### src/rtl/sd_pkg.sv
// Shared definitions for the SD command sequencer: FSM states, SPI register
// map, frame framing constants and the command-frame byte selector.
package sd_pkg;

    // Sequencer states, in the order a command normally walks through them
    typedef enum logic [3:0] {
        ST_IDLE,
        ST_CFG,
        ST_TX,
        ST_TXW,
        ST_SRCH,
        ST_SRCHW,
        ST_RDR1,
        ST_RX,
        ST_RXW,
        ST_RDRX,
        ST_END,
        ST_ENDW,
        ST_DONE
    } state_t;

    // SPI block register map
    localparam logic [2:0] REG_DATA    = 3'd0;
    localparam logic [2:0] REG_SRCH    = 3'd1;
    localparam logic [2:0] REG_READY   = 3'd2;
    localparam logic [2:0] REG_TIMEOUT = 3'd7;

    // Command frame start bits ("01") and trailing stop bit
    localparam logic [1:0] FRAME_START = 2'b01;
    localparam logic       FRAME_STOP  = 1'b1;

    // Byte clocked out while only receiving
    localparam logic [7:0] FILL_BYTE = 8'hFF;

    // Index of the last frame byte and of the last trailing response byte
    localparam logic [2:0] LAST_FRAME_BYTE = 3'd5;
    localparam logic [1:0] LAST_RESP_BYTE  = 2'd3;

    // Select byte i (0..5) of the six-byte command frame
    function automatic logic [7:0] frame_byte(
        input logic [2:0]  i,
        input logic [5:0]  index,
        input logic [31:0] arg,
        input logic [6:0]  crc
    );
        logic [7:0] b;
        case (i)
            3'd0:    b = {FRAME_START, index};
            3'd1:    b = arg[31:24];
            3'd2:    b = arg[23:16];
            3'd3:    b = arg[15:8];
            3'd4:    b = arg[7:0];
            3'd5:    b = {crc, FRAME_STOP};
            default: b = FILL_BYTE;
        endcase
        return b;
    endfunction

endpackage

### src/rtl/sd_cmd_seq.sv
// SD command sequencer: drives an SPI register block through one complete
// SD command (timeout setup, 6-byte frame, R1 search, optional 4 trailing
// bytes, transaction close and ready poll). Strobes, address and write data
// are registered on entry to the state that performs the access, so each
// access state owns exactly the cycle in which its strobe is high.
module sd_cmd_seq
    import sd_pkg::*;
#(
    parameter logic [1:0] SEL     = 2'd0,
    parameter logic [7:0] TIMEOUT = 8'd16
) (
    input  logic        clk,
    input  logic        reset,
    input  logic        cmd_start,
    input  logic [5:0]  cmd_index,
    input  logic [31:0] cmd_arg,
    input  logic [6:0]  cmd_crc,
    input  logic        cmd_long,
    output logic        cmd_busy,
    output logic        cmd_done,
    output logic        cmd_err,
    output logic [7:0]  cmd_r1,
    output logic [31:0] cmd_resp,
    output logic [2:0]  spi_reg_addr,
    output logic [7:0]  spi_reg_wdata,
    output logic [1:0]  spi_reg_sel,
    output logic        spi_reg_read,
    output logic        spi_reg_write,
    input  logic [7:0]  spi_reg_rdata,
    input  logic        spi_interrupt
);

    state_t      state;
    logic [5:0]  lat_index;
    logic [31:0] lat_arg;
    logic [6:0]  lat_crc;
    logic        lat_long;
    logic [2:0]  byte_idx;
    logic [1:0]  rx_cnt;
    logic        wait_first;
    logic        wait_done;

    assign spi_reg_sel = SEL;

    // A wait state completes on the first interrupt seen after its first
    // cycle; the first cycle may still show the previous byte's flag.
    assign wait_done = !wait_first && spi_interrupt;

    // Command sequencer FSM with registered strobes and results
    always_ff @(posedge clk) begin
        if (reset) begin
            state         <= ST_IDLE;
            cmd_busy      <= 1'b0;
            cmd_done      <= 1'b0;
            cmd_err       <= 1'b0;
            cmd_r1        <= 8'h00;
            cmd_resp      <= 32'h0;
            spi_reg_addr  <= 3'd0;
            spi_reg_wdata <= 8'h00;
            spi_reg_read  <= 1'b0;
            spi_reg_write <= 1'b0;
            lat_index     <= 6'd0;
            lat_arg       <= 32'h0;
            lat_crc       <= 7'd0;
            lat_long      <= 1'b0;
            byte_idx      <= 3'd0;
            rx_cnt        <= 2'd0;
            wait_first    <= 1'b0;
        end else begin
            spi_reg_read  <= 1'b0;
            spi_reg_write <= 1'b0;
            cmd_done      <= 1'b0;

            case (state)
                ST_IDLE, ST_DONE: begin
                    if (cmd_start) begin
                        lat_index     <= cmd_index;
                        lat_arg       <= cmd_arg;
                        lat_crc       <= cmd_crc;
                        lat_long      <= cmd_long;
                        cmd_r1        <= 8'h00;
                        cmd_resp      <= 32'h0;
                        cmd_err       <= 1'b0;
                        cmd_busy      <= 1'b1;
                        spi_reg_write <= 1'b1;
                        spi_reg_addr  <= REG_TIMEOUT;
                        spi_reg_wdata <= TIMEOUT;
                        state         <= ST_CFG;
                    end else begin
                        state <= ST_IDLE;
                    end
                end

                ST_CFG: begin
                    byte_idx      <= 3'd0;
                    spi_reg_write <= 1'b1;
                    spi_reg_addr  <= REG_DATA;
                    spi_reg_wdata <= frame_byte(3'd0, lat_index, lat_arg, lat_crc);
                    state         <= ST_TX;
                end

                ST_TX: begin
                    wait_first <= 1'b1;
                    state      <= ST_TXW;
                end

                ST_TXW: begin
                    wait_first <= 1'b0;
                    if (wait_done) begin
                        spi_reg_write <= 1'b1;
                        if (byte_idx != LAST_FRAME_BYTE) begin
                            byte_idx      <= byte_idx + 3'd1;
                            spi_reg_addr  <= REG_DATA;
                            spi_reg_wdata <= frame_byte(byte_idx + 3'd1, lat_index,
                                                        lat_arg, lat_crc);
                            state         <= ST_TX;
                        end else begin
                            spi_reg_addr  <= REG_SRCH;
                            spi_reg_wdata <= FILL_BYTE;
                            state         <= ST_SRCH;
                        end
                    end
                end

                ST_SRCH: begin
                    wait_first <= 1'b1;
                    state      <= ST_SRCHW;
                end

                ST_SRCHW: begin
                    wait_first <= 1'b0;
                    if (wait_done) begin
                        spi_reg_read <= 1'b1;
                        spi_reg_addr <= REG_SRCH;
                        state        <= ST_RDR1;
                    end
                end

                // R1 bit7 set means the search ran out before a response
                ST_RDR1: begin
                    cmd_r1 <= spi_reg_rdata;
                    if (spi_reg_rdata[7]) begin
                        cmd_err      <= 1'b1;
                        spi_reg_read <= 1'b1;
                        spi_reg_addr <= REG_DATA;
                        state        <= ST_END;
                    end else if (lat_long) begin
                        rx_cnt        <= 2'd0;
                        spi_reg_write <= 1'b1;
                        spi_reg_addr  <= REG_DATA;
                        spi_reg_wdata <= FILL_BYTE;
                        state         <= ST_RX;
                    end else begin
                        spi_reg_read <= 1'b1;
                        spi_reg_addr <= REG_DATA;
                        state        <= ST_END;
                    end
                end

                ST_RX: begin
                    wait_first <= 1'b1;
                    state      <= ST_RXW;
                end

                ST_RXW: begin
                    wait_first <= 1'b0;
                    if (wait_done) begin
                        spi_reg_read <= 1'b1;
                        spi_reg_addr <= REG_SRCH;
                        state        <= ST_RDRX;
                    end
                end

                ST_RDRX: begin
                    cmd_resp <= {cmd_resp[23:0], spi_reg_rdata};
                    if (rx_cnt != LAST_RESP_BYTE) begin
                        rx_cnt        <= rx_cnt + 2'd1;
                        spi_reg_write <= 1'b1;
                        spi_reg_addr  <= REG_DATA;
                        spi_reg_wdata <= FILL_BYTE;
                        state         <= ST_RX;
                    end else begin
                        spi_reg_read <= 1'b1;
                        spi_reg_addr <= REG_DATA;
                        state        <= ST_END;
                    end
                end

                // The addr-0 read in END closes the transaction; start polling
                ST_END: begin
                    spi_reg_read <= 1'b1;
                    spi_reg_addr <= REG_READY;
                    state        <= ST_ENDW;
                end

                ST_ENDW: begin
                    if (spi_reg_rdata[0]) begin
                        cmd_done <= 1'b1;
                        cmd_busy <= 1'b0;
                        state    <= ST_DONE;
                    end else begin
                        spi_reg_read <= 1'b1;
                        spi_reg_addr <= REG_READY;
                    end
                end

                default: begin
                    state    <= ST_IDLE;
                    cmd_busy <= 1'b0;
                end
            endcase
        end
    end

endmodule

### config.mk
export PLATFORM = sky130hd
export DESIGN_NAME = sd_cmd_seq
export DESIGN_NICKNAME = d
export VERILOG_FILES = /design/src/rtl/sd_pkg.sv /design/src/rtl/sd_cmd_seq.sv
export SDC_FILE = /design/constraint.sdc
export NUM_CORES = 1
export LEC_CHECK = 0
export ABC_AREA = 1
export CAP_MARGIN = 20
export CORE_AREA = 2 2 98 100
export DETAILED_ROUTE_END_ITERATION = 8
export DIE_AREA = 0 0 100 102
export DONT_BUFFER_PORTS = 1
export PLACE_DENSITY = 0.69
export SYNTH_ARGS = -nofsm -noshare
export SYNTH_HDL_FRONTEND = slang
export SYNTH_SLANG_ARGS = --single-unit
### constraint.sdc
create_clock -name clk -period 2.8 [get_ports clk]
set_clock_uncertainty 0.1 [all_clocks]
set_input_delay 0.56 -clock clk [delete_from_list [all_inputs] [get_ports clk]]
set_output_delay 0.56 -clock clk [all_outputs]
set_load 0.005 [all_outputs]
======== Word-level counts from Yosys, hierarchy flattened ========
Index checks and enable logic that the tools add are counted.
word-level totals
  register bits after elaboration ......... 112
  bits of input ports ..................... 58
cells by class
  add/sub/neg operators ................... 2
  equal/unequal tests ..................... 31
  multiplexer cells ....................... 54
  bitwise logic cells ..................... 2
  reductions and logical operators ........ 28
operator list
  operator                                                          number
  32-bit case mux with 2 select lines                               1
  8-bit 2-to-1 mux                                                  7
  4-bit case mux with 12 select lines                               1
  8-bit case mux with 6 select lines                                1
  8-bit case mux with 5 select lines                                1
  32-bit 2-to-1 mux                                                 1
  4-bit 2-to-1 mux                                                  7
  2-bit inequality test (second input constant)                     12
  3-bit 2-to-1 mux                                                  7
  4-bit == test (second input constant)                             5
  3-bit case mux with 6 select lines                                1
  4-bit by 3-bit == test with 1-bit output (second input constant)  4
  1-bit 2-to-1 mux                                                  16
  8-bit case mux with 2 select lines                                1
  1-bit case mux with 5 select lines                                2
  2-bit nonzero test                                                5
  10-bit OR reduction                                               1
  3-bit AND reduction                                               3
  3-bit OR reduction                                                3
  4-bit by 2-bit == test with 1-bit output (second input constant)  2
  4-bit AND reduction                                               2
  3-bit by 2-bit == test with 1-bit output (second input constant)  2
  3-bit == test (second input constant)                             2
  2-bit 2-to-1 mux                                                  3
  21 further kinds                                                  27

======== Depth between registers and ports, before layout ========
  word-level depth ........................ 6
  mapped depth ............................ 11

======== Worst setup path before layout ========
OpenSTA, ideal clock, no wires.
  path type ............................... register to register
  start point ............................. register byte_idx[0]
  end point ............................... register spi_reg_wdata[3]
  library setup time ...................... 0.070 ns
  arrival ................................. 1.455 ns
  required time ........................... 2.630 ns
  setup slack ............................. 1.175 ns
  stages on the path, launching flop included .. 11
  buffers on the path ..................... 2
  clock period less this slack ............ 1.625 ns
  path through ............................ dfxtp_1 inv_1 ha_1 clkbuf_1 clkbuf_1 nand3_1 nand2_1 inv_1 nand3_1 nand2_1 a21oi_1
between the ends
  cells in the longest elaborated chain, start to end .. 6
  elaborated cells between the ends (all ways) .. 12
  those cells by class .................... 1 x add/sub; 6 x eq/ne; 4 x mux; 1 x reduce/logical
ends and longest elaborated chain
  item                                         line               source
  start: declaration                           sd_cmd_seq.sv:38   logic [2:0] byte_idx;
  start signal: assignment                     sd_cmd_seq.sv:112  byte_idx <= byte_idx + 3'd1;
  3-bit by 1-bit adder with 3-bit output       sd_cmd_seq.sv:114  spi_reg_wdata <= frame_byte(byte_idx + 3'd1, lat_index,
  3-bit == test, or another cell as far along  sd_pkg.sv:47       case (i)
  8-bit case mux with 6 select lines           sd_pkg.sv:47
  8-bit 2-to-1 mux (*)                         sd_cmd_seq.sv:111  if (byte_idx != LAST_FRAME_BYTE) begin
  8-bit 2-to-1 mux (*)                         sd_cmd_seq.sv:109  if (wait_done) begin
  8-bit case mux with 5 select lines (*)       sd_cmd_seq.sv:74   case (state)
  end signal: assignment                       sd_cmd_seq.sv:98   spi_reg_wdata <= frame_byte(3'd0, lat_index, lat_arg, lat_crc);
  end signal: assignment                       sd_cmd_seq.sv:114
  end: declaration                             sd_cmd_seq.sv:25   output logic [7:0] spi_reg_wdata,
Every way passes the cells marked *; elsewhere a longest branch is shown, timed or not. The select of a mux whose other input is x is not followed.
A chain may end at the register's enable or synchronous reset.

======== Worst setup path after layout ========
  start point ............................. register state[3]
  end point ............................... register cmd_resp[29]
between the ends
  cells in the longest elaborated chain, start to end .. 4
  elaborated cells between the ends (all ways) .. 8
  those cells by class .................... 3 x eq/ne; 1 x mux; 4 x reduce/logical
ends and longest elaborated chain
  item                                                                          line               source
  start: declaration                                                            sd_cmd_seq.sv:33   state_t state;
  start signal: assignment                                                      sd_cmd_seq.sv:52   state <= ST_IDLE;
  start signal: assignment                                                      sd_cmd_seq.sv:88   state <= ST_CFG;
  start signal: assignment                                                      sd_cmd_seq.sv:90   state <= ST_IDLE;
  4-bit == test / 4-bit zero test (equally long branches)                       sd_cmd_seq.sv:74
  2-bit OR reduction                                                            sd_cmd_seq.sv:74
  2-bit inequality test (no line) / 2-bit nonzero test (equally long branches)  -
  2-bit AND reduction (no line)                                                 -
  end signal: assignment                                                        sd_cmd_seq.sv:175  cmd_resp <= {cmd_resp[23:0], spi_reg_rdata};
  end: declaration                                                              sd_cmd_seq.sv:23   output logic [31:0] cmd_resp,
Several ways; a longest one is shown, not always the timed one.

==> results by group <==
Synth
  • Top-area cell type share of the netlist area: 45.9%
  • FF+latch count, synth: 112
  • Netlist cell types: 22
  • Post-synth design cell area: 4880 um^2
  • Mean Syn Cell Area: 6.80 um^2
  • Cell count after synthesis: 718
  • Sequential area share after synthesis: 45.9%
  • Top cells by area in the synthesized netlist: dfxtp_1, nand2_1, nor2_1, a21oi_1, o21ai_0
  • Syn. warnings: 0
  • Cell accounting for the most synthesized area: dfxtp_1

Clock network
  • Root buf cell: clkbuf_8
  • CTS-repair resized insts: 0
  • Post-CTS Hold Fix Bufs: 0
  • Clk sinks: 112
  • Clock Tree Buf Depth: 2
  • Clk_lat worst skew: 0.37 ns
  • CTS tree: built
  • Post-CTS setup buffers: 0
  • H-tree depth: 3
  • Clock slew at reported path FFs: 0.11 ns
  • Clock buffers created by TritonCTS: 9

Layout
  • Final nets: 762
  • Fin cells: 814
  • Commonest non-fill, non-tap cell in the layout: nand2_1
  • Ant diodes: 0
  • Share of layout cells above drive strength 1: 4.41%
  • Area Growth Syn to Fin: 4.36%
  • Most frequent cells in the layout: nand2_1, nor2_1, dfxtp_1

Pwr
  • Lkg Pwr: 0.00217 uW
  • Peak VDD IR: 0.000263 V
  • Cell area power density: 635 nW/um^2

Timing
  • RSZ-0062 raised after global routing: false
  • Final Max Tran Viols: 0
  • Worst-margin pin slew: 0.755 ns
  • Slew margin rel.: 49.6%
  • Fmax: 472 MHz
  • Final Setup Violations: 0
  • Setup TNS Final: 0 ns
  • Final Cycle Share: 75.6%
  • Fin. Hold Viols: 0
  • Min cycle time layout: 2.12 ns

Outcome
  • Status: completed

Hold path
  • Hold Path Class: input pin to flip-flop

Floorplan
  • Die W: 100 um
  • Die Ht: 102 um
  • Initial Util: 53.6%
  • I/O pin total: 116
  • Die footprint: 10200 um^2
  • Core area: 9110 um^2
  • Row count: 35

GRT
  • Initial antenna violation count: 0
  • Gr ovfl total: 0
  • GR Util All Layers: 23.0%
  • Vias in the first global route: 4002
  • First-pass GRT wire length: 18800 um
  • Largest net degree at the start of global routing: 55

Placed design
  • Number of port buffers: 0
  • Cells after DPL: 798
  • GPL Wtd Cong: 0.932
  • Post-DP HPWL: 8580 um

Detailed routing
  • Residual DRC: 0
  • DR vias/cell: 5.40
  • DR WL/cell: 14.3 um
  • DR vias: 4396
  • Post-Route WL: 11600 um
  • DR pass1 iterations: 4
  • Post-route ant nets: 0
  • Initial DRC count: 237

Worst setup path
  • Worst-path maximum fanout: 45
  • Crit Path Category: flip-flop to flip-flop
  • Critical Path AT: 2.33 ns
  • Startpoint Class: flip-flop
  • Worst setup EP type: flip-flop
  • Required time worst endpoint: 3.01 ns

Flow run
  • Max_cap viols: 0
[cells by family after synthesis]
family,after synthesis,synth area share [%]
buf+inv,77,6.43
flops,112,45.9
fa+ha+maj,6,1.54
compound gates,132,13.6
simple gates,390,32.5
other cells,1,0.0768
[worst max-delay path, stage by stage, from the launching register on]
cell	delay [ns]
dfxtp_1	0.42
inv_2	0.09
nor2_4	0.15
nor2_2	0.09
nand2_4	0.16
inv_4	0.19
nor2_4	0.56
nand2_1	0.13
a21oi_1	0.15
[layout make-up]
cell class,instances,area (um^2)
fill,924,4020
multi-input combinational,530,2330
sequential,112,2240
inverter,39,149
clock buffer,11,141
tap,111,139
clock inverter,5,48.8
timing repair buffer,6,45.0
[synth_stat cells (all sizes together)]
cell    instances
buf            14
nand3          60
clkbuf         24
ha              6
a31oi           1
or2             1
dfxtp         112
inv            38
nand2         184
o21ai          64
a21oi          67
clkinv          1
nand4           4
conb            1
nor2          141
[layer usage]
layer,wire [um],share of wire [%],GRT usage (%)
met5,0,0,0
met2,5590,48,38.0
met1,4880,42,28.1
met3,856,7.4,6.09
met4,316,2.7,10.9
[report_power, final]
part	leakage (uW)	internal, uW	switching [uW]	total [uW]
logic	0.00115	154	333	487
clock network	0.0000979	368	553	921
registers	0.000916	1730	91.8	1830
total	0.00217	2260	977	3230
[state kept, by name, indices dropped and copies added (netlist names), 2 cells and up]
register	count
byte_idx	3
cmd_r1	8
cmd_resp	32
lat_arg	32
lat_crc	7
lat_index	6
rx_cnt	2
spi_reg_addr	3
spi_reg_wdata	8
state	4
[path summary, 6_finish.rpt]
check | startpoint | depth (start not counted) | endpoint | slack, ns
worst max-delay path | state[3] | 8 | cmd_resp[29] | 0.68
worst max register to register | state[3] | 8 | cmd_resp[29] | 0.68
worst min-delay path | reset | 1 | cmd_resp[24] | 0.14
worst min register to register | lat_arg[24] | 2 | lat_arg[24] | 0.37
[through the flow]
stage                     power, uW  worst slack [ns]  cell area (um^2)  hold WS [ns]  utilization [%]
after global placement         2330             0.771              4900         0.341             53.8
after CTS                      3270             0.661              5090         0.127             55.9
final                          3230             0.683              5090         0.142             55.9
after floorplan                2240              1.17              4880         0.329                -
after detailed placement       2350             0.697              4900         0.349             53.8
after global routing           3440             0.424              5090         0.113             55.9
(Power assumes the default switching activity.)
